[src/rtl/scfifo_param.sv]
// rtl/scfifo_param.sv - parametrised single-clock FIFO with thresholds and show-ahead read
module scfifo_param #(
    parameter int DATA_W = 4,
    parameter int ADDR_W = 4,
    parameter int AF_LVL = 12,
    parameter int AE_LVL = 4,
    parameter int FWFT   = 0
) (
    input  logic              clk,
    input  logic              rst_n,
    input  logic              wr_n,
    input  logic [DATA_W-1:0] data_in,
    input  logic              rd_n,
    output logic [DATA_W-1:0] data_out,
    output logic              full,
    output logic              empty,
    output logic              almost_full,
    output logic              almost_empty,
    output logic [ADDR_W:0]   count,
    output logic              overflow,
    output logic              underflow
);

    localparam int DEPTH = 1 << ADDR_W;
    localparam logic [ADDR_W:0] DEPTH_C = (ADDR_W+1)'(DEPTH);
    localparam logic [ADDR_W:0] AF_C    = (ADDR_W+1)'(AF_LVL);
    localparam logic [ADDR_W:0] AE_C    = (ADDR_W+1)'(AE_LVL);

    logic [DATA_W-1:0] r_mem [DEPTH];
    logic [ADDR_W:0]   r_wr_ptr;
    logic [ADDR_W:0]   r_rd_ptr;
    logic [ADDR_W:0]   r_count;
    logic [DATA_W-1:0] r_data_out;
    logic              r_overflow;
    logic              r_underflow;

    logic              w_full;
    logic              w_empty;
    logic              w_wr_acc;
    logic              w_rd_acc;
    logic [ADDR_W:0]   w_wr_ptr_nxt;
    logic [ADDR_W:0]   w_rd_ptr_nxt;
    logic [DATA_W-1:0] w_head;

    // Flags decode straight from the registered occupancy
    assign w_full       = (r_count == DEPTH_C);
    assign w_empty      = (r_count == '0);
    assign full         = w_full;
    assign empty        = w_empty;
    assign almost_full  = (r_count >= AF_C);
    assign almost_empty = (r_count < AE_C);
    assign count        = r_count;
    assign overflow     = r_overflow;
    assign underflow    = r_underflow;

    // A request is only accepted when the FIFO state allows it; rejected ones touch nothing
    assign w_wr_acc     = ~wr_n & ~w_full;
    assign w_rd_acc     = ~rd_n & ~w_empty;
    assign w_wr_ptr_nxt = r_wr_ptr + {{ADDR_W{1'b0}}, w_wr_acc};
    assign w_rd_ptr_nxt = r_rd_ptr + {{ADDR_W{1'b0}}, w_rd_acc};

    assign w_head   = r_mem[r_rd_ptr[ADDR_W-1:0]];
    assign data_out = (FWFT != 0) ? w_head : r_data_out;

    // Storage array; deliberately not reset, stale words are unreachable after pointer reset
    always_ff @(posedge clk) begin
        if (w_wr_acc) begin
            r_mem[r_wr_ptr[ADDR_W-1:0]] <= data_in;
        end
    end

    // Pointers and occupancy; the extra pointer bit disambiguates full from empty
    always_ff @(posedge clk or negedge rst_n) begin
        if (!rst_n) begin
            r_wr_ptr <= '0;
            r_rd_ptr <= '0;
            r_count  <= '0;
        end else begin
            r_wr_ptr <= w_wr_ptr_nxt;
            r_rd_ptr <= w_rd_ptr_nxt;
            r_count  <= w_wr_ptr_nxt - w_rd_ptr_nxt;
        end
    end

    // Registered read port for standard mode, holds between accepted reads
    always_ff @(posedge clk or negedge rst_n) begin
        if (!rst_n) begin
            r_data_out <= '0;
        end else if (w_rd_acc) begin
            r_data_out <= w_head;
        end
    end

    // Error pulses are high only for the cycle following the offending request
    always_ff @(posedge clk or negedge rst_n) begin
        if (!rst_n) begin
            r_overflow  <= 1'b0;
            r_underflow <= 1'b0;
        end else begin
            r_overflow  <= ~wr_n & w_full;
            r_underflow <= ~rd_n & w_empty;
        end
    end

endmodule

[config.mk]
export PLATFORM = sky130hd
export DESIGN_NAME = scfifo_param
export DESIGN_NICKNAME = d
export VERILOG_FILES = /design/src/rtl/scfifo_param.sv
export SDC_FILE = /design/constraint.sdc
export NUM_CORES = 1
export LEC_CHECK = 0
export ABC_CLOCK_PERIOD_IN_PS = 2450
export BUFFER_PORTS_ARGS = -buffer_cell sky130_fd_sc_hd__buf_2
export CORE_MARGIN = 2
export CORE_UTILIZATION = 54
export DETAILED_ROUTE_END_ITERATION = 10
export PLACE_DENSITY = 0.75
export SLEW_MARGIN = 0
export SYNTH_ARGS = -nofsm -noshare
export SYNTH_HDL_FRONTEND = slang
export SYNTH_SLANG_ARGS = --single-unit
[constraint.sdc]
create_clock -name clk -period 2.45 [get_ports clk]
set_clock_uncertainty 0.1 [all_clocks]
set_input_delay 0 -clock clk [delete_from_list [all_inputs] [get_ports clk]]
set_output_delay 0 -clock clk [all_outputs]
set_load 0.01 [all_outputs]
==> Yosys cells after proc, flatten, opt, wreduce, memory -nomap -nowiden <==
Memory sizes are Yosys's and may differ from the RTL's. A register that Yosys moved wholly into a read port is not among the register bits.
Cells that the tools add are included.
{ "op_classes": {"muxes": 2, "n_lt_le_gt_ge": 2, "n_bitwise": 8, "n_reduce_logical": 2, "add_sub_neg": 3, "n_eq_ne": 1} }
{ "ops": {"columns": ["op", "count"], "rows": [
  ["$add 5x1->5", 2],
  ["$eq 5x5->1 const B", 1],
  ["$ge 5x4->1 const B", 1],
  ["$logic_not 5->1", 1],
  ["$lt 5x3->1 const B", 1],
  ["$sub 5x5->5", 1],
  ["$and 1x1->1", 4],
  ["$not 1->1", 4],
  ["$mux 1", 2],
  ["$logic_not 1->1", 1]
]} }
{ "totals": {"memories": 1, "wordCells": 24, "inputBits": 8, "register_bits": 17, "ramBits": 64, "output_inout_bits": 15} }
{ "mem_list": {"columns": ["memory", "words", "width", "read_ports", "rd_clocked_by_memory_dff", "wr", "line", "rtl"], "rows": [
  ["r_mem", 16, 4, 1, 1, 1, "29", "logic [DATA_W-1:0] r_mem [DEPTH];"]
]} }

==> Longest topological paths before layout <==
Gate-level depths: netlist of run 1.
{ "logic_depth": {"word_depth": 5, "mapped_depth": 10, "ltp_nobuf": 10} }

==> Worst setup path before layout of run 1 <==
Ideal clock, no wire load.
{ "synth_path": {"kind": "register -> register", "startpoint": "reg r_count[3] (netlist: count[3])", "endpoint": "reg r_count[4] (netlist: count[4])", "required_ns": 2.219, "setup_slack_ns": -0.382, "synth_period_minus_slack_ns": 2.832, "t_arrival_ns": 2.601, "path_stages_with_launch": 11, "path_cell_list": "dfrtp_1 or3_1 nor3_1 nor2_1 ha_1 ha_1 inv_1 fa_1 a31oi_1 o31ai_1 xor2_1"} }
{ "synth_between": {"elab_chain_len": 5} }
{ "synth_lines": {"columns": ["element", "line", "rtl"], "rows": [
  ["start: declaration", "32", "logic [ADDR_W:0] r_count;"],
  ["start signal: assignment", "81", "r_count <= w_wr_ptr_nxt - w_rd_ptr_nxt;"],
  ["$logic_not 5->1", "47", "assign w_empty = (r_count == '0);"],
  ["net empty", "16", "output logic empty,"],
  ["$not 1->1", "58", "assign w_rd_acc = ~rd_n & ~w_empty;"],
  ["$and 1x1->1", "58", null],
  ["net w_rd_acc", "40", "logic w_rd_acc;"],
  ["$add 5x1->5", "60", "assign w_rd_ptr_nxt = r_rd_ptr + {{ADDR_W{1'b0}}, w_rd_acc};"],
  ["net w_rd_ptr_nxt[0]", "42", "logic [ADDR_W:0] w_rd_ptr_nxt;"],
  ["$sub 5x5->5", "81", null]
]} }
The timed path passes the listed nets, and every way through them passes these cells.

==> Worst setup path after layout of run 1 <==
{ "layout_path": {"startpoint": "reg r_count[3] (netlist: count[3])", "endpoint": "reg r_count[4] (netlist: count[4])"} }
{ "layout_between": {"elab_chain_len": 5} }
{ "layout_lines": {"columns": ["element", "line"], "rows": [
  ["$logic_not 5->1", "47"],
  ["$not 1->1", "58"],
  ["$and 1x1->1", "58"],
  ["net w_rd_acc", "40"],
  ["$add 5x1->5", "60"],
  ["net w_rd_ptr_nxt[0]", "42"],
  ["$sub 5x5->5", "81"]
]} }
The timed path passes the listed nets, and every way through them passes these cells.

==> results of run 1 <==
==> synthesized netlist by cell type, drive strengths merged, types with 5 or more instances <==
| cell type | instances | share of area (%) |
|---|---|---|
| edfxtp | 64 | 54 |
| dfrtp | 21 | 15 |
| mux4 | 16 | 12 |
| nor2 | 11 | 1.2 |
| inv | 8 | 0.85 |
| xnor2 | 8 | 2.0 |
| ha | 7 | 2.5 |
| buf | 6 | 1.4 |
| nor3 | 6 | 0.85 |
| a21oi | 5 | 0.71 |
==> area by class of cell <==
class / instances / area, um^2
sequential: 85 / 2450
fill: 391 / 2080
multi-input combinational: 97 / 1140
timing repair buffer: 50 / 338
clock buffer: 9 / 124
tap: 77 / 96.3
clock inverter: 7 / 90.1
inverter: 8 / 30.0
==> logic make-up (layout without fill, tap and decap cells) <==
| group | Yosys count | in the layout | synth area share, % |
|---|---|---|---|
| muxes | 24 | 24 | 14.1 |
| DFF | 85 | 85 | 69.0 |
| adders and majority gates | 9 | 9 | 3.32 |
| buffers and inverters | 16 | 74 | 2.61 |
| AOI/OAI and AO/OA | 13 | 13 | 2.19 |
| and+or+nand+nor | 39 | 39 | 5.79 |
| xor gates and xnor gates | 12 | 12 | 2.96 |
==> worst paths after layout <==
check	startpoint	end	cells past startpoint
hold / removal	rst_n	r_wr_ptr[3]	2
setup / recovery	count[3]	count[4]	10
setup reg to reg	count[3]	count[4]	10
min in group clk	wr_n	overflow	3
max in group asynchronous	rst_n	count[2]	2
hold reg to reg	data_out[3]	data_out[3]	1
==> routing by layer <==
| metal | track usage (%) | vias to the layer above | part of all wire, % |
|---|---|---|---|
| met5 | 0 | - | 0 |
| met4 | 8.95 | 0 | 1.6 |
| met3 | 3.31 | 8 | 2.8 |
| met2 | 29.3 | 35 | 52 |
| met1 | 26.2 | 953 | 44 |
| li1 | - | 882 | - |
==> metrics by stage <==
stage               setup TNS (ps)  setup WS, ps  std cells  cell area (um^2)  power (mW)
global placement             -54.0         -42.9        307              3890        4.00
CTS                          -98.2         -64.8        330              4180        5.09
finish                       -61.1         -61.1        333              4270        5.23
floorplan                     -242          -109        198              3610        3.45
global route                  -270          -178        333              4270        5.55
detailed placement            -197          -125        307              3890        4.04
==> state kept, by name (all words and copies together) (netlist names) <==
name,count
r_rd_ptr,5
underflow,1
data_out,4
count,5
overflow,1
r_wr_ptr,5
r_mem,64
==> repair_timing <==
action | CTS | global route
gates cloned | 0 | 0
gates resized for setup | 1 | 9
hold buffers | 7 | 0
endpoints found under the hold margin | 88 | 0
setup endpoints to repair | 3 | 3
pin swaps | 2 | 5
setup buffers | 0 | 3
==> power groups by stage <==
stage / logic (mW) / clock network, mW / registers, mW
after floorplan: 1.41 / 0 / 2.04
after global placement: 1.90 / 0 / 2.10
after detailed placement: 1.93 / 0 / 2.12
after CTS: 1.95 / 1.05 / 2.09
after global routing: 2.30 / 1.11 / 2.14
final: 2.09 / 1.04 / 2.11
==> flow_summary.json, run 1 <==
{
  "crit_required_ps": 2580,
  "fin_ws_ps": -61.1,
  "p_int_mw": 3.49,
  "syn-num-nets": 214,
  "cts_sinks": 85,
  "power.switching_mw": 1.74,
  "ys_ff_latch": 85,
  "firstDrtPassIters": 4,
  "rsz0062_at_grt": "yes",
  "std_cell_rows": 29,
  "antenna_found_initial": 0,
  "cp_top_family": "adder cells",
  "synth_ff_type": "edfxtp_1",
  "grt_pass1_vias": 1888,
  "cts_tree": "done",
  "mostFrequentLayoutCell": "edfxtp_1",
  "yosysSeqAreaShare_pct": 69.0,
  "min_period_ps": 2510,
  "total_leakage_power_nw": 1.60,
  "syn_area_mm2": 0.00355,
  "numCtsBuffers": 9,
  "root_buffer": "clkbuf_8",
  "mostFrequentLayoutCells": "edfxtp_1 (64), buf_2 (22), dfrtp_1 (21), buf_4 (21), mux4_1 (15)",
  "crit_path_cell_trace": "or3_4, nor3_4, nor2_4, ha_4, ha_4, inv_2, fa_2, a31oi_2, o31ai_2, xor2_1",
  "io_pins": 23,
  "syn_inst": 198,
  "die_area_mm2": 0.00723,
  "track_usage_pct": 18.8,
  "powerDensity_mw_per_mm2": 1230,
  "drive_above_1_share_pct": 30.9,
  "post-route-util_pct": 67.2,
  "drcViolationCount": 0,
  "grt_max_degree": 22,
  "async_reset_ff_share_pct": 24.7,
  "worst-path-buf-inv": 1,
  "vias": 1878,
  "swShare_pct": 33.2,
  "p_seq_share_pct": 40.3,
  "port-buffer-count": 22,
  "clk_pin_slew_worst_paths_ps": 80,
  "die_w_um": 85.1,
  "cp-start-kind": "flip-flop",
  "wl_mm": 6.25,
  "fin_hold_ws_ps": 37.3,
  "vdd_drop_max_mv": 0.711,
  "worst_slew_pin_slew_ps": 624,
  "finalHoldViolCount": 0,
  "arrival_ps": 2640,
  "violations": "negative setup slack",
  "hpwl_mm": 4.38,
  "wl_per_cell_um": 18.8,
  "synth_edf_count": 64,
  "max_stage_delay_ps": 410,
  "grt_pass1_wl_mm": 9.92,
  "start_util_pct": 55.9,
  "crit_type": "reg2reg",
  "drt_iter0_drc": 157,
  "p_comb_share_pct": 39.9,
  "fmax_mhz": 398,
  "core-area_mm2": 0.00635,
  "timing.critical_path.to_type": "flip-flop",
  "diodes": 0,
  "hold_class": "in2async",
  "status": "complete, but fails checks",
  "layout.nets": 267,
  "cp_max_fo": 3,
  "cpMaxStageDelayCell": "dfrtp_1",
  "clockPowerShare_pct": 19.8,
  "post-route-period-util_pct": 102,
  "grt_overflow": 0,
  "timing.final.max_slew_violations": 0,
  "clock_latency_ps": 340,
  "yosysUniqueCellTypes": 36,
  "drtAntennaViolNets": 0,
  "maxCapViolCount": 0,
  "cpMostUsedCell": "ha_4",
  "clock_path_buffers": 2,
  "cts_max_level": 3,
  "gp_congestion": 0.805,
  "ys_warn_count": 0,
  "dieHeight_um": 85.1,
  "slew_headroom_pct": 58.4,
  "area.growth.synth_to_final_pct": 20.2,
  "ff2ff_setup_slack_ps": -60,
  "synth.avg_cell_area_um2": 17.9,
  "drt-vias-per-instance": 5.64,
  "setup_viol": 1
}
(Power assumes the default switching activity.)
==> run 2: changes to the inputs <==
--- a/config.mk
+++ b/config.mk
@@ -10,8 +10,10 @@
 export CORE_MARGIN = 2
 export CORE_UTILIZATION = 54
 export DETAILED_ROUTE_END_ITERATION = 10
+export GPL_TIMING_DRIVEN = 0
 export PLACE_DENSITY = 0.75
 export SLEW_MARGIN = 0
 export SYNTH_ARGS = -nofsm -noshare
 export SYNTH_HDL_FRONTEND = slang
 export SYNTH_SLANG_ARGS = --single-unit
+export TNS_END_PERCENT = 5
==> flow_summary.json, run 2 (synthesis gave the netlist of run 1 again) <==
{
  "status": "complete, but fails checks",
  "violations": "negative setup slack",
  "wl_mm": 6.32,
  "std_cell_rows": 29,
  "drcViolationCount": 0,
  "cts_max_level": 3,
  "layout.nets": 259,
  "register_area_mm2": 0.00245,
  "drt-vias-per-instance": 5.78,
  "min_period_ps": 2630,
  "vdd_drop_max_mv": 0.845,
  "cts_tree": "done",
  "finalHoldViolCount": 0,
  "layoutNonFillerInstCount": 325,
  "numCtsBuffers": 9,
  "drt_iter0_drc": 168,
  "wl_per_cell_um": 19.4,
  "startpoint": "count[3]",
  "fin_ws_ps": -181,
  "area.growth.synth_to_final_pct": 18.3,
  "root_buffer": "clkbuf_8",
  "r2r-start": "count[3]",
  "crit_type": "reg2reg",
  "firstDrtPassIters": 4,
  "die_w_um": 85.1,
  "grt_overflow": 0,
  "post-route-period-util_pct": 107,
  "fmax_mhz": 380,
  "rsz0062_at_grt": "yes",
  "grt_max_degree": 22,
  "nFillCells": 407,
  "crit_required_ps": 2580,
  "port-buffer-count": 22,
  "die_area_mm2": 0.00723,
  "setup_viol": 3,
  "track_usage_pct": 19.2,
  "hpwl_mm": 4.15,
  "grt_pass1_wl_mm": 10.1,
  "timing.critical_path.to_type": "flip-flop",
  "multiInputGateArea_mm2": 0.00114,
  "dpl.cell_count": 297,
  "drtAntennaViolNets": 0,
  "gp_congestion": 0.760,
  "clock_path_buffers": 2,
  "worst_slew_pin_slew_ps": 1160,
  "arrival_ps": 2760,
  "antenna_found_initial": 0,
  "clock_latency_ps": 340,
  "dieHeight_um": 85.1,
  "slew_headroom_pct": 21.5,
  "cts_sinks": 85,
  "total_leakage_power_nw": 1.54,
  "power_mw": 5.12,
  "vias": 1878,
  "fin_tns_setup_ps": -444,
  "mostFrequentLayoutCells": "edfxtp_1 (64), buf_2 (26), dfrtp_1 (20)",
  "hold_class": "in2async",
  "io_pins": 23,
  "mostFrequentLayoutCell": "edfxtp_1",
  "core-area_mm2": 0.00635,
  "largest_reg_flops": 64,
  "post-route-util_pct": 66.1,
  "powerDensity_mw_per_mm2": 1220,
  "start_util_pct": 55.9,
  "diodes": 0,
  "timing.final.max_slew_violations": 0,
  "cp-start-kind": "flip-flop",
  "grt_pass1_vias": 1882,
  "clk_pin_slew_worst_paths_ps": 90,
  "maxCapViolCount": 0,
  "cp_max_fo": 5,
  "ff2ff_setup_slack_ps": -180,
  "drive_above_1_share_pct": 29.0
}
## run 2: cell types whose count changed in the layout (fill, tap and decap cells not counted), moves of 2 or more
cell / previous run / this run
buf_4: 21 / 4
buf_6: 0 / 2
xor2_1: 3 / 1
inv_6: 0 / 2
buf_2: 22 / 26
xor2_2: 1 / 3
## run 2: through the flow
stage / area, um^2 / hold WS [ps] / setup slack (ps)
floorplan: 3570 / -396 / -139
global placement: 3770 / -124 / -181
detailed placement: 3770 / -110 / -204
CTS: 4130 / 38.5 / -127
global route: 4200 / 65.7 / -295
finish: 4200 / 41.4 / -181
## run 2: path summary, 6_finish.rpt
path / cells after the start / to
min reg2reg: 1 / r_wr_ptr[4]
max in group asynchronous: 2 / count[3]
min: 2 / r_wr_ptr[4]
max reg2reg: 10 / count[2]
min in group clk: 3 / underflow
max: 10 / count[2]
## run 2: power by group
part,internal [mW],switching [mW]
clock,0.473,0.494
sequential,1.85,0.169
combinational,1.04,1.09
total,3.36,1.75
## run 2: worst max-delay path, cell delays in order, from the launching register on
cell and delay (ps):
dfrtp_2 450, or3_4 410, nor3_4 220, nor2_4 80, ha_4 290, ha_4 120, inv_2 40, fa_2 360
buf_6 130, xor2_2 160, xnor2_1 140
## run 2: metal layers
metal,vias to the layer above,part of all wire (%),global-route usage [%]
li1,860,-,-
met1,963,44,26.8
met2,49,51,30.4
met3,6,4.5,4.38
met4,0,1.2,6.49
met5,-,0,0
## run 2: repair_timing
action                     in CTS  in global routing
setup endpoints to repair       3                  7
gates cloned                    0                  0
resized for setup              10                  9
hold endpoints to repair       88                  0
hold buffers                    7                  0
pin swaps                       7                  8
setup buffers                   4                  1
## run 2: area by class of cell
| cell class | count | share of cell area [%] |
|---|---|---|
| plain buffers | 8 | 1.49 |
| clock buffers | 9 | 2.95 |
| clock inverters | 7 | 1.70 |
| inverters | 8 | 0.715 |
| multi-input cells | 97 | 27.2 |
| flip-flops and latches | 85 | 58.3 |
| well taps | 77 | 2.30 |
| repair buffers | 34 | 5.28 |
